$ cat src/rtl/down_counter_reload.sv
// Loadable modulo down-counter with one-shot / auto-reload modes and a
// registered terminal-count pulse on the 1->0 transition.
module down_counter_reload #(
  parameter int WIDTH = 4
) (
  input  logic             clock,
  input  logic             clear,
  input  logic             load,
  input  logic [WIDTH-1:0] load_value,
  input  logic             enable,
  input  logic             auto_reload,
  output logic [WIDTH-1:0] Q,
  output logic             zero,
  output logic             tc,
  output logic             done,
  output logic             running
);

  typedef enum logic [1:0] {
    IDLE = 2'd0,
    RUN  = 2'd1,
    DONE = 2'd2
  } state_t;

  state_t           state_q;
  logic [WIDTH-1:0] count_q;
  logic [WIDTH-1:0] reload_q;
  logic             tc_q;
  logic             done_q;
  logic             running_q;

  always_ff @(posedge clock or posedge clear) begin
    if (clear) begin
      state_q   <= IDLE;
      count_q   <= '0;
      reload_q  <= '0;
      tc_q      <= 1'b0;
      done_q    <= 1'b0;
      running_q <= 1'b0;
    end else begin
      tc_q <= 1'b0;
      if (load) begin
        count_q  <= load_value;
        reload_q <= load_value;
        done_q   <= 1'b0;
        if (load_value != '0) begin
          state_q   <= RUN;
          running_q <= 1'b1;
        end else begin
          state_q   <= IDLE;
          running_q <= 1'b0;
        end
      end else begin
        case (state_q)
          RUN: begin
            if (enable) begin
              if (count_q == WIDTH'(1)) begin
                // auto_reload is only sampled on the expiry edge
                count_q <= '0;
                tc_q    <= 1'b1;
                if (!auto_reload) begin
                  state_q   <= DONE;
                  running_q <= 1'b0;
                  done_q    <= 1'b1;
                end
              end else if (count_q == '0) begin
                count_q <= reload_q;
              end else begin
                count_q <= count_q - WIDTH'(1);
              end
            end
          end
          default: begin
          end
        endcase
      end
    end
  end

  assign Q       = count_q;
  assign zero    = (count_q == '0);
  assign tc      = tc_q;
  assign done    = done_q;
  assign running = running_q;

endmodule

$ cat config.mk
export PLATFORM = sky130hd
export DESIGN_NAME = down_counter_reload
export DESIGN_NICKNAME = d
export VERILOG_FILES = /design/src/rtl/down_counter_reload.sv
export SDC_FILE = /design/constraint.sdc
export NUM_CORES = 1
export LEC_CHECK = 0
export BUFFER_PORTS_ARGS = -buffer_cell sky130_fd_sc_hd__buf_2
export CAP_MARGIN = 15
export CORE_UTILIZATION = 43
export DETAILED_ROUTE_END_ITERATION = 8
export HOLD_SLACK_MARGIN = 0.15
export PLACE_DENSITY = 0.71
export SETUP_SLACK_MARGIN = 0.15
export SYNTH_ARGS = -nofsm -noshare
export SYNTH_HDL_FRONTEND = slang
export SYNTH_SLANG_ARGS = --single-unit
$ cat constraint.sdc
create_clock -name clock -period 1.6 [get_ports clock]
set_clock_uncertainty 0.05 [all_clocks]
set_input_delay 0 -clock clock [delete_from_list [all_inputs] [get_ports clock]]
set_output_delay 0 -clock clock [all_outputs]
set_load 0.1 [all_outputs]
==> flow_metrics.py <==
metrics = {
    "synth": {
        "yosysWarnings": 0,
        "syn-num-nets": 69,
        "synth_top_family_by_area": "simple AND/OR/NAND/NOR gates",
        "yosys.area_share.adder_pct": 4.255,
        "syn_area_um2": 588.1,
        "synthCells": 58,
        "seq_area_frac_synth_pct": 46.81,
        "synthMuxAreaShare_pct": 5.532,
        "avgSynthCellArea_um2": 10.14,
        "ys_ff_latch": 11,
        "synth_compound_area_share_pct": 15.96,
        "synthXorXnorAreaFrac_pct": 0,
        "synth_simple_gate_area_share_pct": 21.06,
        "ys_types": 28,
    },
    "clocking": {
        "clkLatencyLatePin_ns": 0.28,
        "h-tree-depth": 1,
        "clock-sinks": 11,
        "cts_buffers": 3,
        "cts_tree": "done",
        "clockBufferDepth": 2,
        "path_clk_slew_ns": 0.08,
        "cts-root-buf": "clkbuf_4",
    },
    "finish": {
        "n_antenna_cell": 0,
        "final_cells": 115,
        "multi_input_area_um2": 344.1,
        "final_layout_size_suffix_gt1_share_pct": 50.50,
        "nets": 113,
        "final_util_pct": 87.76,
        "seqCellArea_um2": 287.8,
        "fin_area_um2": 1041,
        "n_fill_cell": 60,
        "syn_to_final_growth_pct": 77.02,
    },
    "sta": {
        "drv_slew": 0,
        "fin_crit_ns": 1.687,
        "setup_viol": 6,
        "hold_violations": 0,
        "clock.fmax_mhz": 592.9,
        "worst_slack_ns": -0.08658,
        "max_slew_margin_pct": 66.72,
        "grt_setup_unrepaired": "true",
        "min_period_over_period_pct": 105.4,
        "worst_pin_slew_ns": 0.5027,
    },
    "critical_path": {
        "critPathKind": "register to register",
        "rrSetupSlack_ns": -0.09,
        "startpoint": "Q[1]",
        "endpoint": "Q[0]",
        "r2r_cells": 7,
        "end_kind": "register",
        "cp_max_fo": 2,
        "worstPathArrival_ns": 1.79,
        "reg2reg_from": "Q[1]",
        "r2r-end": "Q[0]",
        "required_ns": 1.70,
        "startpoint_type": "register",
    },
    "floorplan": {
        "fp-row-count": 12,
        "die_area_um2": 1519,
        "die_h_um": 38.98,
        "die_w_um": 38.98,
        "ios": 17,
        "core-area_um2": 1186,
        "start_util_pct": 49.58,
    },
    "global_routing": {
        "grt_max_degree": 12,
        "overflow": 0,
        "grt_pass1_wl_um": 3139,
        "grt_usage_pct": 32.12,
        "antenna_found_initial": 0,
        "grt_pass1_vias": 657,
    },
    "pwr": {
        "p_leak_uw": 0.0004594,
        "irDropWorstVdd_mv": 0.5499,
        "power_uw": 995.9,
        "pwr_density_cell_nw_per_um2": 956.7,
    },
    "run_status": {
        "outcome": "finished with violations",
        "violations": "setup timing",
    },
    "routing": {
        "vias": 698,
        "ant_nets": 0,
        "viasPerCell": 6.070,
        "drt-pass1-iter-count": 4,
        "wl_per_cell_um": 17.88,
        "drc_errors": 0,
        "drt_wl_total_um": 2056,
        "dr.first_iter.drc_count": 44,
    },
    "job": {
        "maxCapViolations": 0,
    },
    "hold_path": {
        "hold_path.class": "primary input to asynchronous set/reset pin",
    },
    "placement": {
        "place_area_um2": 803.3,
        "gp_congestion": 0.7891,
        "hpwlAfterDp_um": 1090,
        "placed_cells": 94,
        "portBuffers": 16,
    },
}
how the worst min path moves through the flow:
stage / end / slack [ns] / from
after floorplan: reload_q[0] / -0.20 / clear
after global placement: tc / -0.04 / clear
after detailed placement: tc / -0.03 / clear
after CTS: tc / 0.22 / clear
after global routing: tc / 0.27 / clear
final: tc / 0.21 / clear
cell type report:
class	instances	share of cell area, %
multi-input combinational	37	33.05
timing repair buffer	41	31.73
sequential	11	27.64
inverter	8	3.365
clock buffer	4	2.524
tap	14	1.683
layout by cell type, fill, tap and decap left out, types with 2 or more instances in the layout:
| cell type | netlist | final |
|---|---|---|
| buf_2 | 0 | 15 |
| buf_4 | 0 | 8 |
| buf_6 | 0 | 4 |
| clkbuf_4 | 0 | 3 |
| dfrtp_1 | 11 | 5 |
| dfrtp_2 | 0 | 4 |
| dfrtp_4 | 0 | 2 |
| dlygate4sd3_1 | 0 | 13 |
| ha_4 | 0 | 2 |
| inv_1 | 8 | 6 |
| inv_4 | 0 | 2 |
| nand2_1 | 3 | 3 |
| nand3b_1 | 3 | 3 |
| nor2b_1 | 2 | 2 |
| o211ai_1 | 3 | 3 |
| o21ai_0 | 4 | 4 |
| or3b_4 | 1 | 2 |
synth_stat cells:
cell,count,share of area (%)
o311ai_0,1,1.5
a22oi_1,1,1.3
or3_1,1,1.1
or3b_1,1,1.5
mux2_2,2,3.8
ha_1,2,4.3
clkbuf_1,2,1.3
nor3_1,1,0.85
dfrtp_1,11,47
a311oi_1,1,1.5
nor3b_1,1,1.3
o31ai_1,1,1.3
nor2_1,1,0.64
nand2_1,3,1.9
o41ai_1,1,1.5
mux2i_1,1,1.7
inv_1,8,5.1
nand3b_1,3,3.8
and4b_1,1,1.7
nor2b_1,2,2.1
o21ai_0,4,3.4
a21oi_1,1,0.85
o211ai_1,3,3.8
or4b_1,1,1.7
nor4_1,1,1.1
nor4b_1,1,1.5
or3b_4,1,1.9
o21ai_1,1,0.85
stage by stage:
| stage | TNS (ns) | hold slack [ns] | setup slack [ns] |
|---|---|---|---|
| 2_1_floorplan | -2.335 | -0.1978 | -0.8051 |
| 6_report | -0.3179 | 0.2133 | -0.08658 |
| 5_1_grt | -0.5838 | 0.2677 | -0.1190 |
| 3_5_place_dp | -0.3201 | -0.03442 | -0.09782 |
| 3_3_place_gp | -0.1933 | -0.03619 | -0.07035 |
| 4_1_cts | -0.1941 | 0.2229 | -0.06451 |
metal layers:
layer	up-vias	wire length, µm	GRT usage (%)
met4	0	71	16.38
met3	9	144	5.780
met1	335	803	39.13
li1	306	-	-
met2	48	1037	53.33
met5	-	0	0
state kept, by name, indices dropped and copies added (netlist names):
name,cells
tc,1
reload_q,4
state_q,1
running,1
Q,4
where the power goes:
part           leakage, µW  switching (µW)  total [µW]  internal, µW
clock            0.0000150             104         201          96.8
sequential        0.000129            30.3         340           310
combinational     0.000316             277         454           178
total             0.000459             411         996           584
cell families after synthesis:
logic type,Yosys count
flip-flops,11
adder cells (fa/ha/maj),2
AO/OA/AOI/OAI,14
AND/OR/NAND/NOR,18
buffers and inverters,10
multiplexers,3
critical path: stages, from the launching register on:
cell      delay (ns)
dfrtp_4         0.49
inv_4           0.07
buf_6           0.09
ha_4            0.11
nor3b_4         0.24
buf_6           0.15
mux2i_1         0.23
o211ai_1        0.12
repair_timing:
action	in CTS	in global routing
hold endpoints to repair	22	0
pin swaps	6	5
endpoints found under the setup margin	8	8
gates resized for setup	9	3
hold buffers	13	0
gates cloned	0	0
setup buffers	1	3
No activity file was read; power rests on OpenSTA's default activity.
